$ cat config.mk
export PLATFORM = sky130hd
export DESIGN_NAME = dmux4_sequencer
export DESIGN_NICKNAME = d
export VERILOG_FILES = /design/src/rtl/dmux4_sequencer_pkg.sv /design/src/rtl/dmux4_sequencer_dwell_timer.sv /design/src/rtl/dmux4_sequencer.sv
export SDC_FILE = /design/constraint.sdc
export NUM_CORES = 1
export LEC_CHECK = 0
export BUFFER_PORTS_ARGS = -buffer_cell sky130_fd_sc_hd__buf_4
export CORE_UTILIZATION = 40
export CTS_BUF_LIST = sky130_fd_sc_hd__clkbuf_4 sky130_fd_sc_hd__clkbuf_8
export DETAILED_ROUTE_END_ITERATION = 8
export HOLD_SLACK_MARGIN = 0.15
export PLACE_DENSITY_LB_ADDON = 0.3
export SETUP_SLACK_MARGIN = 0.1
export SLEW_MARGIN = 15
export SYNTH_ARGS = -nofsm -noshare
export SYNTH_HDL_FRONTEND = slang
export SYNTH_SLANG_ARGS = --single-unit
$ cat constraint.sdc
create_clock -name clk -period 3.6 [get_ports clk]
set_input_delay 0.18 -clock clk [delete_from_list [all_inputs] [get_ports clk]]
set_output_delay 0.18 -clock clk [all_outputs]
set_load 0.02 [all_outputs]
$ cat src/rtl/dmux4_sequencer_pkg.sv
// Shared encodings for the 1-to-4 demux driver: FSM states, slot modes and
// channel select values.
package dmux4_sequencer_pkg;

  typedef enum logic [1:0] {
    ST_IDLE  = 2'd0,
    ST_SETUP = 2'd1,
    ST_DRIVE = 2'd2
  } state_e;

  typedef enum logic {
    MODE_SCAN   = 1'b0,
    MODE_MANUAL = 1'b1
  } mode_e;

  localparam logic [1:0] CH0 = 2'd0;
  localparam logic [1:0] CH1 = 2'd1;
  localparam logic [1:0] CH2 = 2'd2;
  localparam logic [1:0] CH3 = 2'd3;

endpackage

$ cat src/rtl/dmux4_sequencer_dwell_timer.sv
// Dwell counter for the DRIVE phase of a slot: cleared by start, flags the
// last DRIVE cycle of the slot.
module dwell_timer #(
  parameter int DWELL = 12000,
  parameter int CW    = $clog2(DWELL + 1)
) (
  input  logic clk,
  input  logic rstn,
  input  logic start,
  output logic done
);

  localparam logic [CW-1:0] LAST = CW'(DWELL - 1);

  logic [CW-1:0] count_r;

  assign done = (count_r == LAST);

  // Slot cycle counter; wraps to zero after the last cycle or on start.
  always_ff @(posedge clk or negedge rstn) begin
    if (!rstn) begin
      count_r <= {CW{1'b0}};
    end else if (start || done) begin
      count_r <= {CW{1'b0}};
    end else begin
      count_r <= count_r + CW'(1'b1);
    end
  end

endmodule

$ cat src/rtl/dmux4_sequencer.sv
// Break-before-make driver for a 1-to-4 demux: scans four channels from a
// pattern or drives one channel from a valid/ready load request.
module dmux4_sequencer
  import dmux4_sequencer_pkg::*;
#(
  parameter int DWELL = 12000
) (
  input  logic       clk,
  input  logic       rstn,
  input  logic       en,
  input  logic [3:0] pattern,
  input  logic       load_valid,
  output logic       load_ready,
  input  logic [1:0] load_chan,
  input  logic       load_data,
  output logic       s0,
  output logic       s1,
  output logic       d0,
  output logic       busy,
  output logic       frame_done
);

  localparam int CW = $clog2(DWELL + 1);

  state_e     state_r, next_state_s;
  mode_e      mode_r, next_mode_s;
  logic [1:0] chan_r, next_chan_s;
  logic       bit_r, next_bit_s;
  logic       next_frame_done_s;
  logic       dwell_done_s;
  logic       start_s;

  logic [1:0] sel_r, next_sel_s;
  logic       d0_r, next_d0_s;
  logic       busy_r, next_busy_s;
  logic       frame_done_r;
  logic       load_ready_r, next_load_ready_s;

  assign start_s = (state_r == ST_SETUP);

  dwell_timer #(.DWELL(DWELL), .CW(CW)) u_dwell_timer (
    .clk   (clk),
    .rstn  (rstn),
    .start (start_s),
    .done  (dwell_done_s)
  );

  // Slot sequencing: next state, mode, channel and latched data bit.
  always_comb begin
    next_state_s      = state_r;
    next_mode_s       = mode_r;
    next_chan_s       = chan_r;
    next_bit_s        = bit_r;
    next_frame_done_s = 1'b0;
    case (state_r)
      ST_IDLE: begin
        if (load_valid) begin
          // A pending request holds off scan until it can be accepted.
          if (load_ready_r) begin
            next_mode_s  = MODE_MANUAL;
            next_chan_s  = load_chan;
            next_bit_s   = load_data;
            next_state_s = ST_SETUP;
          end else begin
            next_state_s = ST_IDLE;
          end
        end else if (en) begin
          next_mode_s  = MODE_SCAN;
          next_chan_s  = CH0;
          next_bit_s   = pattern[0];
          next_state_s = ST_SETUP;
        end else begin
          next_state_s = ST_IDLE;
        end
      end
      ST_SETUP: begin
        next_state_s = ST_DRIVE;
      end
      ST_DRIVE: begin
        if (dwell_done_s) begin
          if (mode_r == MODE_MANUAL) begin
            next_state_s = ST_IDLE;
          end else if (chan_r != CH3) begin
            next_chan_s  = chan_r + 2'd1;
            next_bit_s   = pattern[next_chan_s];
            next_state_s = ST_SETUP;
          end else begin
            next_frame_done_s = 1'b1;
            if (en) begin
              next_chan_s  = CH0;
              next_bit_s   = pattern[0];
              next_state_s = ST_SETUP;
            end else begin
              next_state_s = ST_IDLE;
            end
          end
        end else begin
          next_state_s = ST_DRIVE;
        end
      end
      default: begin
        next_state_s = ST_IDLE;
      end
    endcase
  end

  // Output values for the upcoming cycle, decoded from the next state so the
  // pins themselves come straight from flops.
  always_comb begin
    next_sel_s        = 2'd0;
    next_d0_s         = 1'b0;
    next_busy_s       = 1'b0;
    next_load_ready_s = 1'b0;
    case (next_state_s)
      ST_IDLE: begin
        next_load_ready_s = 1'b1;
      end
      ST_SETUP: begin
        next_sel_s  = next_chan_s;
        next_busy_s = 1'b1;
      end
      ST_DRIVE: begin
        next_sel_s  = next_chan_s;
        next_d0_s   = next_bit_s;
        next_busy_s = 1'b1;
      end
      default: begin
        next_sel_s = 2'd0;
      end
    endcase
  end

  // State, latch and output registers.
  always_ff @(posedge clk or negedge rstn) begin
    if (!rstn) begin
      state_r      <= ST_IDLE;
      mode_r       <= MODE_MANUAL;
      chan_r       <= CH0;
      bit_r        <= 1'b0;
      sel_r        <= 2'd0;
      d0_r         <= 1'b0;
      busy_r       <= 1'b0;
      frame_done_r <= 1'b0;
      load_ready_r <= 1'b0;
    end else begin
      state_r      <= next_state_s;
      mode_r       <= next_mode_s;
      chan_r       <= next_chan_s;
      bit_r        <= next_bit_s;
      sel_r        <= next_sel_s;
      d0_r         <= next_d0_s;
      busy_r       <= next_busy_s;
      frame_done_r <= next_frame_done_s;
      load_ready_r <= next_load_ready_s;
    end
  end

  assign s1         = sel_r[1];
  assign s0         = sel_r[0];
  assign d0         = d0_r;
  assign busy       = busy_r;
  assign frame_done = frame_done_r;
  assign load_ready = load_ready_r;

endmodule

# Word-level counts from Yosys, hierarchy flattened
# Index checks and enable logic that the tools add are counted.
totals:
  ff_bits: 26
  word_cells: 61
  input_bits: 11
  output_inout_bits: 6
classes:
  muxes: 35
  n_addsub: 2
  n_eq_ne: 7
  reduce_logical: 6
  n_lt_le_gt_ge: 1
op_table:
  columns: ["operator", "n"]
  rows:
  - ["2-bit 2-to-1 mux", 11]
  - ["1-bit 2-to-1 mux", 19]
  - ["14-bit by 1-bit adder with 14-bit output (second input constant)", 1]
  - ["14-bit == test (second input constant)", 1]
  - ["14-bit 2-to-1 mux", 1]
  - ["2-bit one-hot mux with 3 select lines", 1]
  - ["2-bit by 1-bit == test with 1-bit output (second input constant)", 2]
  - ["2-bit == test (second input constant)", 2]
  - ["2-bit zero test", 2]
  - ["2-bit one-hot mux with 2 select lines", 1]
  - ["2-bit by 3-bit < comparator with 1-bit output (second input constant)", 1]
  - ["3-bit AND reduction", 1]
  - ["2-bit by 1-bit adder with 2-bit output (second input constant)", 1]
  - ["1-bit binary-select mux with 2-bit select", 1]
  - ["2-bit by 1-bit != test with 1-bit output (second input constant)", 1]
  - ["2-bit != test (second input constant)", 1]
  - ["1-bit one-hot mux with 2 select lines", 1]
  - ["2-bit nonzero test", 1]
  - ["2-bit OR reduction", 1]
  - ["1-bit logical OR", 1]

# Depth between registers and ports, before layout
depth:
  ltp_word: 8
  ltp_mapped: 10
  ltp_nobuf: 8

# Modules after synthesis
# A second synthesis with hierarchy kept.
hier_totals:
  hier_cells: 133
  hier_area_um2: 1413.9
modules_own_cells:
  columns: ["mod", "cells_each", "area_each_um2", "instances", "seq_area_each_um2"]
  rows:
  - ["dwell_timer", 71, 734.5, 1, 350.3]
  - ["dmux4_sequencer", 62, 679.4, 1, 301.5]

# Worst setup path after synthesis
# Ideal clock, no wire load.
synth_timing:
  kind: "register -> register"
  startpoint: "register u_dwell_timer.count_r[0]"
  endpoint: "register sel_r[0]"
  setup_ns: 0.130
  stages_incl_launch_ff: 11
  n_path_buf: 2
  path_slack_ns: 1.457
  required_ns: 3.470
  arrival_ns: 2.013
  cell_sequence: "dfrtp_1 > ha_1 > and4_1 > buf_2 > and4_1 > buf_6 > o21ai_2 > a221o_1 > ha_1 > inv_1 > o22ai_1"
synth_via:
  elab_chain_cells: 6
  word_cells_on_any_way: 9
  classes_between: "eq/ne: 3; mux: 5; reduce/logical: 1"
synth_lines:
  columns: ["element", "line", "source"]
  rows:
  - ["from (decl)", "dmux4_sequencer_dwell_timer.sv:15", "logic [CW-1:0] count_r;"]
  - ["from (signal assigned)", "dmux4_sequencer_dwell_timer.sv:22", "count_r <= {CW{1'b0}};"]
  - ["from (signal assigned)", "dmux4_sequencer_dwell_timer.sv:24", "count_r <= {CW{1'b0}};"]
  - ["from (signal assigned)", "dmux4_sequencer_dwell_timer.sv:26", "count_r <= count_r + CW'(1'b1);"]
  - ["14-bit == test *", "dmux4_sequencer_dwell_timer.sv:17", "assign done = (count_r == LAST);"]
  - ["2-bit 2-to-1 mux", "dmux4_sequencer.sv:80", "if (dwell_done_s) begin"]
  - ["2-bit one-hot mux with 3 select lines", "dmux4_sequencer.sv:55", "case (state_r)"]
  - ["2-bit == test or 2-bit by 1-bit == test with 1-bit output (tied branches)", "dmux4_sequencer.sv:114", "case (next_state_s)"]
  - ["2-bit OR reduction (no line)", null, null]
  - ["2-bit 2-to-1 mux *", "dmux4_sequencer.sv:114", null]
  - ["named net next_sel_s[0]", "dmux4_sequencer.sv:33", "logic [1:0] sel_r, next_sel_s;"]
  - ["to (signal assigned)", "dmux4_sequencer.sv:150", "sel_r <= next_sel_s;"]
  - ["to (decl)", "dmux4_sequencer.sv:33", null]
# The timed path passes the listed nets; every way through them passes the cells marked *.
# A chain may end at the register's enable or synchronous reset.

# Worst setup path after layout
layout_timing:
  startpoint: "register u_dwell_timer.count_r[0]"
  endpoint: "register sel_r[1]"
# Same word-level chain as after synthesis.

==> results.yml <==
grt:
  antenna_found_initial: 0
  grt_max_degree: 27
  use_met3_pct: 1.89
  grt_pass1_vias: 953
  track_usage_pct: 15.5
  met2_usage_pct: 23.4
  grt_pass1_wl_mm: 4.22
  grt_use_met1_pct: 21.9
  grt-ovfl-total: 0
  gr-max-usage-layer: "met2"
die:
  dieWidth_microns: 61.1
  die-area_sq_um: 3730
  die-height_microns: 61.1
  fp.coreArea_sq_um: 3340
  rows: 21
  ioPinCount: 17
  start_util_pct: 41.9
cells_and_area:
  n_antenna_cell: 0
  final_common_cell: "dfrtp_1"
  num-nets-final: 174
  post-route-util_pct: 47.9
  fillerInstances: 333
  area_growth_pct: 14.3
  drive_above_1_share_pct: 17.1
  final_cell_mix: "25 x dfrtp_1, 16 x nor2_1, 16 x buf_4"
detailed_routing:
  drt_wl_total_mm: 2.61
  antenna_left: 0
  route.detailed.drc: 0
  routedWlPerCell_microns: 12.8
  drtIter0Drc: 55
  drt_pre_antenna_iters: 4
  routed-via-count: 1074
  via_per_inst: 5.26
sta:
  hold_viol: 0
  setup_viol: 0
  fin_skew_ns: 0.0146
  slew_headroom_pct: 72.7
  finalCriticalPeriod_ns: 2.40
  maxSlewViolCount: 0
  timing.setup.tns_ns: 0
  rsz0062_at_grt: "no"
  worstMarginPinSlew_ns: 0.409
  fin_crit_sh_pct: 66.7
  clock.fmax_mhz: 416
clock_network:
  cts_buffers: 3
  cts.repair.resized: 0
  cts.clk_slew.worst_paths_ns: 0.15
  clk_latency_ns: 0.33
  clock_sinks: 26
  clock-root-buffer: "clkbuf_4"
  cts.htree.levels: 1
  cts_tree: "built"
  clk_path_buf_depth: 2
setup_path:
  rr_worst_depth: 8
  slowest_delay_ns: 0.40
  crit_end: "sel_r[1]"
  crit_family: "simple AND/OR/NAND/NOR gates"
  crit_cells: 8
  reg2reg_setup_slack_ns: 1.20
  cp-end-kind: "flip-flop"
  crit_type: "flip-flop to flip-flop"
  cp.buffers_inverters: 1
  worstPathRequired_ns: 3.86
  r2r_start: "u_dwell_timer.count_r[0]"
  arrival_ns: 2.67
  crit_fanout: 6
  slowest_stage: "dfrtp_1"
  reg2reg_to: "sel_r[1]"
  crit_chain: "ha_1, and4_1, and4_1, o21ai_2, a221o_1, ha_1, inv_1, o22ai_1"
  startpoint: "u_dwell_timer.count_r[0]"
  start_kind: "flip-flop"
status:
  outcome: "complete, no violations"
power:
  powerDensity_nw_per_um2: 645
  ir_drop_mv: 0.190
  cellLeakagePower_uw: 0.000743
placement:
  gp_congestion: 0.791
  post-dp-hpwl_mm: 1.92
  portBuffers: 16
synthesis:
  synth_nets: 155
  ys_types: 38
  synth-edff-count: 0
  synthFlopType: "dfrtp_1"
  synth_warnings: 0
  syn_area_sq_um: 1400
  avgSynthCellArea_sq_um: 9.98
  synth.ff_latch_count: 26
  synthArstFlopShare_pct: 100
  synth_cells: 140
  ys_seq_area_share_pct: 46.6
min_path:
  worstHoldStart: "en"
  hold_path_class: "primary input to flip-flop"
job:
  maxCapViolations: 0
==> worst reg2reg max path, delay by kind of cell, from the launching register on <==
kind	cells	cell delay [ns]
flip-flops	1	0.40
adder cells (fa/ha/maj)	2	0.53
AO/OA/AOI/OAI	3	0.66
AND/OR/NAND/NOR	2	0.69
buffers and inverters	1	0.07
==> kinds of logic after synthesis <==
family | after synthesis | synth area share (%)
adders and majority gates | 4 | 3.58
AOI/OAI and AO/OA | 26 | 11.9
buffers and inverters | 13 | 5.28
xor gates and xnor gates | 10 | 6.27
and+or+nand+nor | 57 | 22.6
DFF | 26 | 46.6
muxes | 4 | 3.76
==> power by group <==
| group | switching [uW] | leakage (uW) | internal, uW |
|---|---|---|---|
| Sequential | 79.7 | 0.000342 | 375 |
| Clock | 88.7 | 0.0000210 | 62.0 |
| Combinational | 241 | 0.000381 | 184 |
==> flip-flops by register name, indices dropped and copies added, names as in the netlist <==
signal / flops
frame_done: 1
load_ready: 1
state_r: 2
bit_r: 1
sel_r: 2
d0: 1
u_dwell_timer.count_r: 14
mode_r: 1
chan_r: 2
busy: 1
==> layout make-up <==
type | instances | area (sq um) | area share (%)
multi-input cells | 101 | 672 | 42.1
flip-flops and latches | 26 | 652 | 40.8
repair buffers | 19 | 150 | 9.40
well taps | 46 | 57.6 | 3.60
clock buffers | 4 | 36.3 | 2.27
inverters | 8 | 30.0 | 1.88
==> stage by stage <==
stage               instance area (sq um)  total power, uW  hold slack, ns  cells  setup WS (ns)
CTS                                  1600             1030           0.203    204           1.17
detailed placement                   1530              880           0.104    197           1.20
floorplan                            1400              761          -0.116    140           1.46
global placement                     1530              869          0.0995    197           1.32
global route                         1600             1110           0.226    204           1.04
finish                               1600             1030           0.204    204           1.20
==> synthesized netlist by cell type, drive strengths merged, types with 2 or more instances <==
library cell	instances	area share [%]
xor2	9	5.6
buf	5	3.1
and4	2	1.3
and2	3	1.3
ha	4	3.6
nand4	5	2.2
nand2b	2	0.90
and3	5	2.4
o22ai	2	0.90
a21oi	6	2.1
nor2b	3	1.3
dfrtp	25	45
nand3	4	1.4
or3	2	0.90
mux2i	3	2.1
inv	8	2.1
nand2	11	3.0
nor2	16	4.3
a22oi	2	1.1
o21ai	8	3.1
==> routing by layer <==
layer  part of all wire [%]  up-vias
li1                       -      529
met1                     49      533
met2                     48        7
met3                    1.0        5
met4                    2.2        0
met5                      0        -
==> worst min path at each step <==
stage,to,slack (ns),cells after the start
after floorplan,bit_r,-0.12,0
after global placement,u_dwell_timer.count_r[10],0.1,1
after CTS,mode_r,0.20,4
after global routing,mode_r,0.23,4
final,mode_r,0.20,4
after detailed placement,u_dwell_timer.count_r[9],0.10,1
==> timing repair <==
action	CTS	global route
buffers inserted	0	0
hold buffers	3	0
hold endpoints to repair	28	0
(Power assumes the default switching activity.)
